`config.mk`:
```
export PLATFORM = sky130hd
export DESIGN_NAME = la_spregfile_arb
export DESIGN_NICKNAME = d
export VERILOG_FILES = /design/src/rtl/la_spregfile_arb.sv
export SDC_FILE = /design/constraint.sdc
export NUM_CORES = 1
export LEC_CHECK = 0
export BUFFER_PORTS_ARGS = -buffer_cell sky130_fd_sc_hd__buf_4
export CAP_MARGIN = 10
export CELL_PAD_IN_SITES_DETAIL_PLACEMENT = 0
export CELL_PAD_IN_SITES_GLOBAL_PLACEMENT = 2
export CORE_UTILIZATION = 11
export DETAILED_ROUTE_END_ITERATION = 7
export PLACE_DENSITY = 0.77
export SLEW_MARGIN = 40
export SYNTH_ARGS = -nofsm -noshare
export SYNTH_HDL_FRONTEND = slang
export SYNTH_SLANG_ARGS = --single-unit
```
`constraint.sdc`:
```
create_clock -name clk_i -period 2.95 [get_ports clk_i]
set_clock_uncertainty 0.2 [all_clocks]
set_input_delay 0.1475 -clock clk_i [delete_from_list [all_inputs] [get_ports clk_i]]
set_output_delay 0.1475 -clock clk_i [all_outputs]
set_load 0.05 [all_outputs]
```
`src/rtl/la_spregfile_arb.sv`:
```
// la_spregfile_arb: shares one single-port register file between two
// valid/ready clients (A and B). Round-robin arbitration with optional
// bounded burst locking; 1-cycle read data is routed back to the reader.
module la_spregfile_arb #(
    parameter int DW       = 32,
    parameter int AW       = 10,
    parameter int MAXBURST = 4
) (
    input  logic          clk_i,
    input  logic          reset_i,
    // port A
    input  logic          a_valid_i,
    output logic          a_ready_o,
    input  logic          a_we_i,
    input  logic          a_lock_i,
    input  logic [AW-1:0] a_addr_i,
    input  logic [DW-1:0] a_wmask_i,
    input  logic [DW-1:0] a_din_i,
    output logic          a_rvalid_o,
    output logic [DW-1:0] a_rdata_o,
    // port B
    input  logic          b_valid_i,
    output logic          b_ready_o,
    input  logic          b_we_i,
    input  logic          b_lock_i,
    input  logic [AW-1:0] b_addr_i,
    input  logic [DW-1:0] b_wmask_i,
    input  logic [DW-1:0] b_din_i,
    output logic          b_rvalid_o,
    output logic [DW-1:0] b_rdata_o,
    // memory port
    output logic          mem_ce_o,
    output logic          mem_we_o,
    output logic [AW-1:0] mem_addr_o,
    output logic [DW-1:0] mem_wmask_o,
    output logic [DW-1:0] mem_din_o,
    input  logic [DW-1:0] mem_dout_i
);

    typedef enum logic {PRIO_A, PRIO_B} prio_e;
    typedef enum logic [1:0] {OWN_NONE, OWN_A, OWN_B} own_e;

    localparam logic [7:0] MAXB = 8'(MAXBURST);

    prio_e      prio_q, prio_d;
    own_e       holder_q, holder_d;  // port currently holding a lock
    own_e       last_q, last_d;      // port granted in the previous cycle
    logic [7:0] burst_q, burst_d;
    logic       pend_a_q, pend_a_d;
    logic       pend_b_q, pend_b_d;
    logic       gnt_a, gnt_b;

    // Grant selection: lock holder first (bounded by MAXBURST), then the
    // sole requester, then the round-robin pointer. Nothing is granted in reset.
    always_comb begin
        gnt_a = 1'b0;
        gnt_b = 1'b0;
        if (!reset_i) begin
            if (holder_q == OWN_A && a_valid_i) begin
                if (burst_q == MAXB && b_valid_i) gnt_b = 1'b1;
                else                              gnt_a = 1'b1;
            end else if (holder_q == OWN_B && b_valid_i) begin
                if (burst_q == MAXB && a_valid_i) gnt_a = 1'b1;
                else                              gnt_b = 1'b1;
            end else if (a_valid_i && !b_valid_i) begin
                gnt_a = 1'b1;
            end else if (b_valid_i && !a_valid_i) begin
                gnt_b = 1'b1;
            end else if (a_valid_i && b_valid_i) begin
                if (prio_q == PRIO_A) gnt_a = 1'b1;
                else                  gnt_b = 1'b1;
            end
        end
    end

    // Next-state: pointer flips away from the winner, lock follows the
    // winner's lock bit, burst counts consecutive grants to one port.
    always_comb begin
        prio_d   = prio_q;
        holder_d = OWN_NONE;
        last_d   = OWN_NONE;
        burst_d  = burst_q;
        if (gnt_a)      prio_d = PRIO_B;
        else if (gnt_b) prio_d = PRIO_A;
        if (gnt_a && a_lock_i)      holder_d = OWN_A;
        else if (gnt_b && b_lock_i) holder_d = OWN_B;
        if (gnt_a)      last_d = OWN_A;
        else if (gnt_b) last_d = OWN_B;
        if ((gnt_a && last_q == OWN_A) || (gnt_b && last_q == OWN_B)) begin
            if (burst_q != 8'hFF) burst_d = burst_q + 8'd1;
        end else if (gnt_a || gnt_b) begin
            burst_d = 8'd1;
        end
        pend_a_d = gnt_a && !a_we_i;
        pend_b_d = gnt_b && !b_we_i;
    end

    // Arbiter state registers.
    always_ff @(posedge clk_i) begin
        if (reset_i) begin
            prio_q   <= PRIO_A;
            holder_q <= OWN_NONE;
            last_q   <= OWN_NONE;
            burst_q  <= 8'd0;
            pend_a_q <= 1'b0;
            pend_b_q <= 1'b0;
        end else begin
            prio_q   <= prio_d;
            holder_q <= holder_d;
            last_q   <= last_d;
            burst_q  <= burst_d;
            pend_a_q <= pend_a_d;
            pend_b_q <= pend_b_d;
        end
    end

    // Memory drive muxed from the winner; zeros when idle.
    always_comb begin
        mem_we_o    = 1'b0;
        mem_addr_o  = '0;
        mem_wmask_o = '0;
        mem_din_o   = '0;
        if (gnt_a) begin
            mem_we_o    = a_we_i;
            mem_addr_o  = a_addr_i;
            mem_wmask_o = a_wmask_i;
            mem_din_o   = a_din_i;
        end else if (gnt_b) begin
            mem_we_o    = b_we_i;
            mem_addr_o  = b_addr_i;
            mem_wmask_o = b_wmask_i;
            mem_din_o   = b_din_i;
        end
    end

    assign a_ready_o = gnt_a;
    assign b_ready_o = gnt_b;
    assign mem_ce_o  = gnt_a | gnt_b;

    // A read issued just before reset must not surface during reset.
    assign a_rvalid_o = pend_a_q && !reset_i;
    assign b_rvalid_o = pend_b_q && !reset_i;
    assign a_rdata_o  = a_rvalid_o ? mem_dout_i : '0;
    assign b_rdata_o  = b_rvalid_o ? mem_dout_i : '0;

endmodule

```
==> reports/metrics.yaml <==
power:
  powerDensity_nw_per_um2: 291.8
  intPower_mw: 0.8529
  seqPwrFrac_pct: 13.8
  total_power_mw: 1.558
  power_leakage_nw: 2.712
  p_sw_share_pct: 45.27
  pwr-share-clk_pct: 17.4
  p_sw_mw: 0.7055
  combPwrFrac_pct: 68.8
  ir_worst_vdd_uv: 148.2
grt:
  grt_pass1_vias: 3292
  grt_pass1_wl_um: 19910
  grt_use_total_pct: 14.28
  gr-total-overflow: 0
  grt_start_max_net_pins: 47
  antenna_found_initial: 0
setup_path:
  worst-path-stages: 10
  worstSetupPathType: "register to output port"
  crit_path_end_kind: "output port"
  cp-start-kind: "register"
  arrival_ns: 2.60
  critPathSlowestCell: "or4b_4"
  critPathBufInv: 3
  cp.required_ns: 2.60
  slowest_delay_ns: 0.50
  crit_fanout: 23
  cp_top_family: "simple AND/OR/NAND/NOR gates"
  crit_chain: "inv_1 -> ha_1 -> or4b_4 -> nor3_4 -> mux2i_2 -> nand2b_4 -> nor2_4 -> buf_12 -> a22o_1 -> buf_6"
  reg2reg_depth: 9
timing:
  tightest_slew_ns: 0.5765
  drv_slew: 0
  whs_ns: 0.08826
  rsz0062_at_grt: "yes"
  finalHoldViolations: 0
  finalWorstSetupSlack_ns: 0.004108
  finalCriticalPeriod_ns: 2.946
  setup-tns-final_ns: 0
  slew_headroom_pct: 61.43
  fmax_mhz: 339.5
  fin_crit_sh_pct: 99.86
  finalSetupViolations: 0
layout:
  layout-drive-gt1-share_pct: 62.48
  seq_area_sq_um: 302.8
  fillers: 1981
  num_antenna_cells: 0
  finalInstanceArea_sq_um: 5340
  areaGrowthSynthToFinish_pct: 163.9
  multiInputGateArea_sq_um: 1680
  nNetsFinal: 780
detailed_routing:
  post_drt_wl_per_cell_um: 18.36
  wl_um: 15020
  drtIter0Drc: 92
  drc: 0
  postRouteAntennaNets: 0
  num_vias: 3432
  dr.pass1.iters: 5
  vias_per_cell: 4.196
logic_synthesis:
  async_flop_share_pct: 0
  synth_top_area_cell: "a22o_1"
  ys_top_cells_by_area: "a22o_1, and2_1, dfxtp_1"
  synth-seq-cells: 15
  syn_inst: 259
  ys_warn_count: 0
  ys.flop_type: "dfxtp_1"
  netlist.area_leader.share_pct: 32.47
  synth_nets: 449
  synth.distinct_cells: 45
  synth.most_common_cell: "a22o_1"
  synth_edf_count: 0
  ys_seq_area_share_pct: 14.84
  netlist_area_sq_um: 2023
  synth_commonest_cells: "a22o_1, and2_1, dfxtp_1"
  avgSynthCellArea_sq_um: 7.812
clock_network:
  clkSinkCount: 15
  cts_tree: "built"
  numCtsBuffers: 3
  root_buffer: "clkbuf_16"
  clk_pin_slew_worst_paths_ns: 0.05
  h-tree-depth: 1
  clk-insertion-delay-late_ns: 0.25
  cts.path.max_buffers: 2
die:
  die_w_um: 137.6
  die_area_sq_um: 18940
  rows: 49
  ios: 332
  initial_core_util_pct: 11.22
  die_h_um: 137.6
  coreArea_sq_um: 18020
placed_design:
  placement.cell_area_sq_um: 4793
  io_buffers: 331
  hpwlAfterDp_um: 12880
  post-place-ws_ns: 0.1281
  gp_congestion: 0.7788
job:
  maxCapViolations: 0
min_path:
  min_delay_path_depth: 4
  hold_path.class: "input pin to register"
run_status:
  status: "finished, final reports clean"
## metal layers
layer  wire, um  global-route usage [%]  share of wire (%)
met1       5702                   17.21                 38
met2       7855                   25.85                 52
met3       1358                   3.164                9.0
met4        104                   2.442               0.69
met5          0                       0                  0
## path summary, 6_finish.rpt
path	startpoint	end	slack, ns
setup / recovery	burst_q[1]$_SDFFE_PP0P_	mem_wmask_o[29]	0.004
hold / removal	b_valid_i	prio_q$_SDFFE_PP0P_	0.09
setup reg to reg	burst_q[1]$_SDFFE_PP0P_	burst_q[6]$_SDFFE_PP0P_	0.19
hold reg to reg	prio_q$_SDFFE_PP0P_	prio_q$_SDFFE_PP0P_	0.29
## logic make-up (layout without fill, tap and decap cells)
group                    after synthesis  in the layout  share of synthesized area, %
AND/OR/NAND/NOR                      109            109                         32.90
multiplexers                           1              1                        0.4948
flip-flops                            15             15                         14.84
adder cells (fa/ha/maj)                2              2                         1.237
buffers and inverters                 31            361                         7.359
AO/OA/AOI/OAI                        100            100                         42.73
XOR/XNOR                               1              1                        0.4330
## worst register-to-register path: cells and delay by family (launching register included)
family / cells / cell delay (ns)
compound gates: 4 / 1.07
buf+inv: 2 / 0.24
flops: 1 / 0.34
fa+ha+maj: 1 / 0.13
simple gates: 2 / 0.74
## layout make-up
cell class                      instances  share of cell area, %
Sequential cell                        15                  5.670
Inverter                                6                 0.4217
Clock buffer                            4                  1.476
Tap cell                              229                  5.366
Timing Repair Buffer                  351                  55.60
Multi-Input combinational cell        213                  31.47
## repair_timing
| action | 4_1_cts | 5_1_grt |
|---|---|---|
| hold buffers | 5 | 0 |
| cloned | 1 | 0 |
| buffers inserted | 2 | 2 |
| gates resized for setup | 36 | 51 |
| hold endpoints to repair | 7 | 0 |
| setup endpoints to repair | 75 | 75 |
| pin swaps | 2 | 1 |
## power groups by stage
stage | registers (mW) | clock network [mW] | logic [mW]
final | 0.216 | 0.271 | 1.07
after global routing | 0.217 | 0.284 | 1.12
after detailed placement | 0.219 | 0 | 0.979
after global placement | 0.219 | 0 | 0.975
after floorplan | 0.218 | 0 | 0.545
after CTS | 0.216 | 0.274 | 1.03
## registers in the layout, indices dropped and copies added (netlist names)
signal	cells
prio_q	1
holder_q	2
last_q	2
pend_a_q	1
pend_b_q	1
burst_q	8
## placed cells by master, fill, tap and decap left out, types with 2 or more instances in the layout
| master | count |
|---|---|
| inv_1 | 4 |
| o211ai_1 | 2 |
| dlygate4sd3_1 | 5 |
| and2_1 | 67 |
| dfxtp_1 | 13 |
| nand4_1 | 2 |
| nand3b_1 | 2 |
| a22o_4 | 6 |
| nor2_1 | 6 |
| a22o_1 | 69 |
| a21oi_1 | 7 |
| nand2_1 | 5 |
| nand2b_1 | 3 |
| nor3_1 | 4 |
| nand3_1 | 5 |
| buf_12 | 3 |
| ha_1 | 2 |
| buf_6 | 69 |
| and3_1 | 4 |
| buf_4 | 272 |
| dfxtp_2 | 2 |
| nor2b_1 | 4 |
| clkbuf_16 | 4 |
## per-stage QoR
step | utilization (%) | std cells
floorplan | - | 259
global placement | 26.59 | 804
detailed placement | 26.59 | 804
CTS | 28.31 | 816
global route | 29.63 | 818
finish | 29.63 | 818
No activity file was read; power rests on OpenSTA's default activity.
